[config.mk]
export PLATFORM = sky130hd
export DESIGN_NAME = part_buf_sequencer_flat
export DESIGN_NICKNAME = d
export VERILOG_FILES = /design/src/rtl/part_buf_sequencer_if.sv /design/src/rtl/part_buf_sequencer.sv /design/src/flat_wrapper.sv
export SDC_FILE = /design/constraint.sdc
export NUM_CORES = 1
export LEC_CHECK = 0
export CORE_MARGIN = 2
export CORE_UTILIZATION = 24
export DETAILED_ROUTE_END_ITERATION = 7
export PLACE_DENSITY = 0.58
export SLEW_MARGIN = 30
export SYNTH_ARGS = -nofsm -noshare
export SYNTH_HDL_FRONTEND = slang
export SYNTH_SLANG_ARGS = --single-unit
[constraint.sdc]
create_clock -name clk -period 1.3 [get_ports clk]
set_input_delay 0.13 -clock clk [delete_from_list [all_inputs] [get_ports clk]]
set_output_delay 0.13 -clock clk [all_outputs]
set_load 0.1 [all_outputs]
[src/rtl/part_buf_sequencer_if.sv]
// Handshake bundle between a wide producer, the part buffer sequencer and a narrow consumer.
// slave is the sequencer side; master is the producer/consumer side.
interface part_buf_sequencer_if #(
    parameter int DATA_W    = 32,
    parameter int NUM_PARTS = 4
);
    localparam int PART_W = DATA_W / NUM_PARTS;
    localparam int CNT_W  = (NUM_PARTS > 1) ? $clog2(NUM_PARTS) : 1;

    logic              in_valid;
    logic              in_ready;
    logic [DATA_W-1:0] in_data;
    logic              out_valid;
    logic              out_ready;
    logic [PART_W-1:0] out_data;
    logic [CNT_W-1:0]  out_idx;
    logic              out_last;
    logic              abort;
    logic              busy;

    modport master (
        output in_valid, in_data, out_ready, abort,
        input  in_ready, out_valid, out_data, out_idx, out_last, busy
    );

    modport slave (
        input  in_valid, in_data, out_ready, abort,
        output in_ready, out_valid, out_data, out_idx, out_last, busy
    );
endinterface

[src/rtl/part_buf_sequencer.sv]
// Latches one DATA_W word and streams it out as NUM_PARTS slices of DATA_W/NUM_PARTS bits.
// Define PART_BUF_MSB_FIRST_EN to emit the most significant slice first.
module part_buf_sequencer #(
    parameter int DATA_W    = 32,
    parameter int NUM_PARTS = 4
) (
    input  logic                  clk,
    input  logic                  rst,
    part_buf_sequencer_if.slave   bus
);
    localparam int PART_W = DATA_W / NUM_PARTS;
    localparam int CNT_W  = (NUM_PARTS > 1) ? $clog2(NUM_PARTS) : 1;
    localparam logic [CNT_W-1:0] LAST_IDX = CNT_W'(NUM_PARTS - 1);

    if (NUM_PARTS < 1) begin : g_bad_num_parts
        $error("part_buf_sequencer: NUM_PARTS must be at least 1");
    end else if ((DATA_W % NUM_PARTS) != 0) begin : g_bad_data_w
        $error("part_buf_sequencer: DATA_W must be a multiple of NUM_PARTS");
    end

    typedef enum logic {IDLE, SEND} state_t;

    state_t            state_q, state_d;
    logic [DATA_W-1:0] data_buf_q, data_buf_d;
    logic [CNT_W-1:0]  idx_q, idx_d;

    logic sending;
    logic last_part;
    logic in_ready_c;
    logic in_fire;
    logic out_fire;
    int   shamt;

    always_comb begin
        sending    = (state_q == SEND);
        last_part  = sending && (idx_q == LAST_IDX);
        in_ready_c = !rst && !bus.abort && (!sending || (last_part && bus.out_ready));
        in_fire    = bus.in_valid && in_ready_c;
        out_fire   = sending && bus.out_ready;
`ifdef PART_BUF_MSB_FIRST_EN
        shamt = (DATA_W - PART_W) - int'(idx_q) * PART_W;
`else
        shamt = int'(idx_q) * PART_W;
`endif
        bus.in_ready  = in_ready_c;
        bus.out_valid = sending;
        bus.busy      = sending;
        bus.out_last  = last_part;
        bus.out_idx   = idx_q;
        bus.out_data  = PART_W'(data_buf_q >> shamt);
    end

    // Abort overrides any handshake; a part delivered in the abort cycle is simply not followed by more.
    always_comb begin
        state_d    = state_q;
        data_buf_d = data_buf_q;
        idx_d      = idx_q;
        if (bus.abort) begin
            state_d = IDLE;
            idx_d   = '0;
        end else if (!sending) begin
            if (in_fire) begin
                data_buf_d = bus.in_data;
                idx_d      = '0;
                state_d    = SEND;
            end
        end else if (out_fire) begin
            if (!last_part) begin
                idx_d = idx_q + CNT_W'(1);
            end else if (in_fire) begin
                data_buf_d = bus.in_data;
                idx_d      = '0;
            end else begin
                state_d = IDLE;
                idx_d   = '0;
            end
        end
    end

    always_ff @(posedge clk) begin
        if (rst) begin
            state_q    <= IDLE;
            data_buf_q <= '0;
            idx_q      <= '0;
        end else begin
            state_q    <= state_d;
            data_buf_q <= data_buf_d;
            idx_q      <= idx_d;
        end
    end
endmodule

[src/flat_wrapper.sv]
// flat-port wrapper written by rule: the top's interface ports become plain ports
module part_buf_sequencer_flat 
#(
    parameter int DATA_W    = 32,
    parameter int NUM_PARTS = 4
)
  (clk, rst, bus_in_valid, bus_in_data, bus_out_ready, bus_abort, bus_in_ready, bus_out_valid, bus_out_data, bus_out_idx, bus_out_last, bus_busy);
  part_buf_sequencer_if #(.DATA_W(DATA_W), .NUM_PARTS(NUM_PARTS)) bus_i ();
  input  logic clk;
  input  logic rst;
  input wire logic [$bits(bus_i.in_valid)-1:0] bus_in_valid;
  input wire logic [$bits(bus_i.in_data)-1:0] bus_in_data;
  input wire logic [$bits(bus_i.out_ready)-1:0] bus_out_ready;
  input wire logic [$bits(bus_i.abort)-1:0] bus_abort;
  output wire logic [$bits(bus_i.in_ready)-1:0] bus_in_ready;
  output wire logic [$bits(bus_i.out_valid)-1:0] bus_out_valid;
  output wire logic [$bits(bus_i.out_data)-1:0] bus_out_data;
  output wire logic [$bits(bus_i.out_idx)-1:0] bus_out_idx;
  output wire logic [$bits(bus_i.out_last)-1:0] bus_out_last;
  output wire logic [$bits(bus_i.busy)-1:0] bus_busy;
  assign bus_i.in_valid = bus_in_valid;
  assign bus_i.in_data = bus_in_data;
  assign bus_i.out_ready = bus_out_ready;
  assign bus_i.abort = bus_abort;
  assign bus_in_ready = bus_i.in_ready;
  assign bus_out_valid = bus_i.out_valid;
  assign bus_out_data = bus_i.out_data;
  assign bus_out_idx = bus_i.out_idx;
  assign bus_out_last = bus_i.out_last;
  assign bus_busy = bus_i.busy;
  part_buf_sequencer #(.DATA_W(DATA_W), .NUM_PARTS(NUM_PARTS)) u_core (.clk(clk), .rst(rst), .bus(bus_i));
endmodule
; Word-level counts from Yosys, hierarchy flattened
; Cells that the tools add are included.
[totals]
register_bits = 35
in_bits = 37
[op_classes]
add_sub_neg = 1
n_eq_ne = 3
n_shift = 1
muxes = 12
bitwise = 1
n_reduce_logical = 14
[op_table]
columns = op, count
row1 = two-way mux 32 bit, 4
row2 = right shift 32 x 5 -> 8 bit, 1
row3 = two-way mux 2 bit, 4
row4 = logical AND 1 bit, 6
row5 = two-way mux 1 bit, 4
row6 = inequality test 2 bit (second input constant), 2
row7 = zero test 1 bit, 3
row8 = AND reduction 3 bit, 1
row9 = adder 2 x 1 -> 2 bit (second input constant), 1
row10 = equality test 2 bit (second input constant), 1
row11 = AND reduction 2 bit, 1
row12 = nonzero test 2 bit, 1
row13 = OR reduction 2 bit, 1
row14 = logical OR 1 bit, 1
row15 = inverter 1 bit, 1

; Longest topological paths before layout
[logic_depth]
ltp_word = 10
depth_mapped = 5

; Worst setup path after synthesis
; OpenSTA, ideal clock, no wires.
[synth_timing]
kind = flip-flop to flip-flop
from = register u_core.idx_q[1], in the netlist u_core.bus.out_idx[1]
to = register u_core.data_buf_q[0]
setup_ns = 0.060
arrival_time_ns = 2.296
required_ns = 1.240
setup_slack_ns = -1.056
path_stages_with_launch = 6
path_buffers = 1
cell_sequence = dfxtp_1 > ha_1 > a21boi_2 > nor3_4 > buf_2 > a31o_1
[synth_via]
elab_chain_cells = 10
word_cells_on_any_way = 12
classes_between = 2 x eq/ne / 4 x mux / 6 x reduce/logical
[synth_lines]
columns = element, line
row1 = start: declaration, part_buf_sequencer.sv:25  ; logic [CNT_W-1:0] idx_q, idx_d;
row2 = start signal: assignment, part_buf_sequencer.sv:88  ; idx_q <= idx_d;
row3 = equality test 2 bit (*), part_buf_sequencer.sv:36  ; last_part = sending && (idx_q == LAST_IDX);
row4 = logical AND 1 bit (*), part_buf_sequencer.sv:36
row5 = logical AND 1 bit (*), part_buf_sequencer.sv:37  ; in_ready_c = !rst && !bus.abort && (!sending || (last_part && bus.out_ready));
row6 = logical OR 1 bit (*), part_buf_sequencer.sv:37
row7 = logical AND 1 bit (*), part_buf_sequencer.sv:37
row8 = net bus_in_ready, flat_wrapper.sv:15  ; output wire logic [$bits(bus_i.in_ready)-1:0] bus_in_ready;
row9 = logical AND 1 bit (*), part_buf_sequencer.sv:38  ; in_fire = bus.in_valid && in_ready_c;
row10 = two-way mux 32 bit (*), -
row11 = two-way mux 32 bit (2 in series), -
row12 = two-way mux 32 bit (*), -
row13 = end signal: assignment, part_buf_sequencer.sv:87  ; data_buf_q <= data_buf_d;
row14 = end: declaration, part_buf_sequencer.sv:24  ; logic [DATA_W-1:0] data_buf_q, data_buf_d;
; The timed path passes the listed nets; every way through them passes the cells marked *. The select of a mux whose other input is x is not followed.
; A chain may end at the register's enable or synchronous reset.

; Final worst setup path
[layout_timing]
from = register u_core.idx_q[1], in the netlist u_core.bus.out_idx[1]
to = output port bus_out_data[0]
[layout_via]
elab_chain_cells = 1
[layout_lines]
columns = element, line
row1 = right shift 32 x 5 -> 8 bit, part_buf_sequencer.sv:50  ; bus.out_data = PART_W'(data_buf_q >> shamt);
row2 = end: declaration, flat_wrapper.sv:17  ; output wire logic [$bits(bus_i.out_data)-1:0] bus_out_data;
; Every way passes these cells.

==> results.yml <==
run_status:
  status: "finished, violations left"
  violations: "negative setup slack"
routing:
  ant_nets: 0
  first_iter_violations: 79
  wl_um: 5260
  vias: 1620
  drc: 0
  wl_per_cell_um: 15.3
  first_pass_iters: 4
  vias_per_cell: 4.71
timing:
  slew_violations: 0
  fin_worst_skew_ns: 0.00266
  rsz0062_at_grt: "yes"
  setup_slack_ns: -0.356
  setup_violations: 42
  max-slew-margin-rel_pct: 82.9
  tns_ns: -8.40
  finalCriticalPeriod_ns: 1.66
  period_share_pct: 127
  hold_viol_final: 0
  fmax_mhz: 604
  worst_pin_slew_ns: 0.257
  fin_hold_ws_ns: 0.444
worst_setup_path:
  crit_end: "bus_out_data[0]"
  worstPathArrival_ns: 1.53
  critPathRequiredTime_ns: 1.17
  crit_path_top_delay_cell: "mux4_2"
  crit_path_end_kind: "primary output"
  rr_startpoint: "u_core.bus.out_idx[1]"
  rr_endpoint: "u_core.data_buf_q[15]"
  cp-startpoint: "u_core.bus.out_idx[1]"
  cp_max_fo: 8
  cp_slowest_stage_delay_ns: 0.55
  worst_setup_path_start_kind: "flip-flop"
  ff2ff_path_depth: 7
  crit_chain: "buf_12, mux4_2, buf_12"
  path_common_cell: "buf_12"
  r2r_slack_ns: -0.20
  crit_type: "reg2out"
power:
  power_frac_seq_pct: 43.7
  power_leakage_nw: 1.11
  p_comb_share_pct: 25.7
  power.density_nw_per_um2: 867
  p_sw_share_pct: 28.5
  pwr-share-clk_pct: 30.5
  switching_power_mw: 0.749
  ir_drop_mv: 0.534
  internal_power_mw: 1.88
global_routing:
  grt_pass1_wl_um: 8120
  grt_max_degree: 33
  grt_use_total_pct: 12.5
  overflow: 0
  grt_pass1_vias: 1607
  antenna_found_initial: 0
worst_hold_path:
  hp-class: "in2reg"
  hold_depth: 2
clock_tree:
  htree_levels: 2
  root_buffer: "clkbuf_8"
  ctsHoldBuffers: 0
  clk_latency_ns: 0.28
  clkTransAtPathRegs_ns: 0.07
  numCtsBuffers: 5
  cts_sinks: 35
  tritoncts: "yes"
  clock_path_buffers: 2
flow_run:
  drv_cap: 0
finish:
  fillCellCount: 711
  multi_input_area_um2: 1060
  finalInstanceArea_um2: 3030
  area_growth_pct: 70.8
  finalNetCount: 283
  insertedDiodeCount: 0
  finalNonFillerCells: 344
  seq_area_um2: 712
  layout-drive-gt1-share_pct: 38.8
logic_synthesis:
  syn-cell-area_um2: 1780
  ys_top_cells_by_count: "dfxtp_1, nand2b_1, a21oi_1"
  synth-main-ff-cell: "dfxtp_1"
  yosys.area.top_type: "dfxtp_1"
  yosysMostFrequentCell: "dfxtp_1"
  syn_area_per_cell_um2: 10.3
  syn_inst: 173
  post_synth_num_cell_types: 21
  synth_warnings: 0
  synth_area_leaders: "dfxtp_1, a31o_1, nand2b_1, mux4_2, a21oi_1"
  synth-seq-area-share_pct: 39.5
  synth_top_cell_area_share_pct: 39.5
  ys_async_sr_fraction_pct: 0
  syn-num-nets: 211
  synth-edff-count: 0
  ys_seq_elements: 35
floorplan:
  io_pins: 51
  die_h_um: 90.0
  start_util_pct: 24.6
  core_region_area_um2: 7210
  die_area_um2: 8100
  die_width_um: 90.0
  rows: 31
place:
  placedCellCount: 323
  numPortBuffers: 50
  placed_area_um2: 2650
  gp_congestion: 0.725
  place_hpwl_um: 3450
## critical path, delay by kind of cell, from the launching register on
| family | cells | cell delay [ns] |
|---|---|---|
| buffers and inverters | 2 | 0.32 |
| multiplexers | 1 | 0.55 |
| flip-flops | 1 | 0.36 |
## state kept, by name, summed over array words and instances, names as in the netlist
register and flops:
u_core.bus.out_idx 2, u_core.data_buf_q 32, u_core.bus.busy 1
## placed cells by master, fill, tap and decap left out, drive strengths merged
master         Yosys  routed
nor3b              1       1
mux2i              1       1
a21bo              1       1
dfxtp             35      35
ha                 1       1
a21oi             32      32
and2               1       1
nor3               4       4
nand2b            32      32
a31o              32      32
clkdlybuf4s50      0      36
a21boi             1       1
clkbuf             6       9
nor2               2       2
mux4               8       8
clkinv             0       1
buf               14      46
a32oi              2       2
## power groups by stage
stage | logic [mW] | clock network, mW | registers [mW]
2_1_floorplan | 0.325 | 0 | 1.18
3_3_place_gp | 0.609 | 0 | 1.17
3_5_place_dp | 0.612 | 0 | 1.17
4_1_cts | 0.633 | 0.818 | 1.15
5_1_grt | 0.710 | 0.868 | 1.16
6_report | 0.676 | 0.803 | 1.15
## how the worst min path moves through the flow
stage,endpoint,startpoint
finish,u_core.data_buf_q[31],bus_in_data[31]
global route,u_core.data_buf_q[28],bus_in_data[28]
CTS,u_core.data_buf_q[31],bus_in_data[31]
detailed placement,u_core.data_buf_q[22],u_core.data_buf_q[22]
global placement,u_core.data_buf_q[7],u_core.data_buf_q[7]
floorplan,u_core.bus.busy,bus_abort
## through the flow
stage                     setup slack (ns)  total power [mW]  util [%]
after floorplan                     -0.324              1.51         -
after global placement              -0.192              1.78      36.7
after detailed placement            -0.221              1.79      36.7
after CTS                           -0.359              2.60      39.4
after global routing                -0.399              2.73      42.0
final                               -0.356              2.63      42.0
## per-layer routing
metal / GRT usage (%) / share of wire (%) / vias to the layer above
met1: 16.1 / 45 / 785
met2: 21.0 / 50 / 40
met4: 3.85 / 1.1 / 0
met5: 0 / 0 / -
met3: 2.77 / 4.0 / 7
li1: - / - / 788
## layout make-up
type / instances / area share [%]
Multi-Input combinational cell: 118 / 34.9
Clock buffer: 6 / 2.72
Clock inverter: 1 / 0.165
Sequential cell: 35 / 23.5
Tap cell: 99 / 4.08
Timing Repair Buffer: 85 / 34.7
## kinds of logic after synthesis
group                      Yosys count  share of synthesized area (%)
AOI/OAI and AO/OA                   68                           27.2
and+or+nand+nor                     40                           14.9
DFF                                 35                           39.5
buffers and inverters               20                           7.05
muxes                                9                           10.7
adders and majority gates            1                          0.705
## repair_timing
item | CTS | global route
endpoints found under the setup margin | 42 | 43
gates resized for setup | 10 | 27
buffers inserted | 8 | 3
pin swaps | 3 | 5
endpoints found under the hold margin | 0 | 0
cloned | 0 | 5
(Power assumes the default switching activity.)
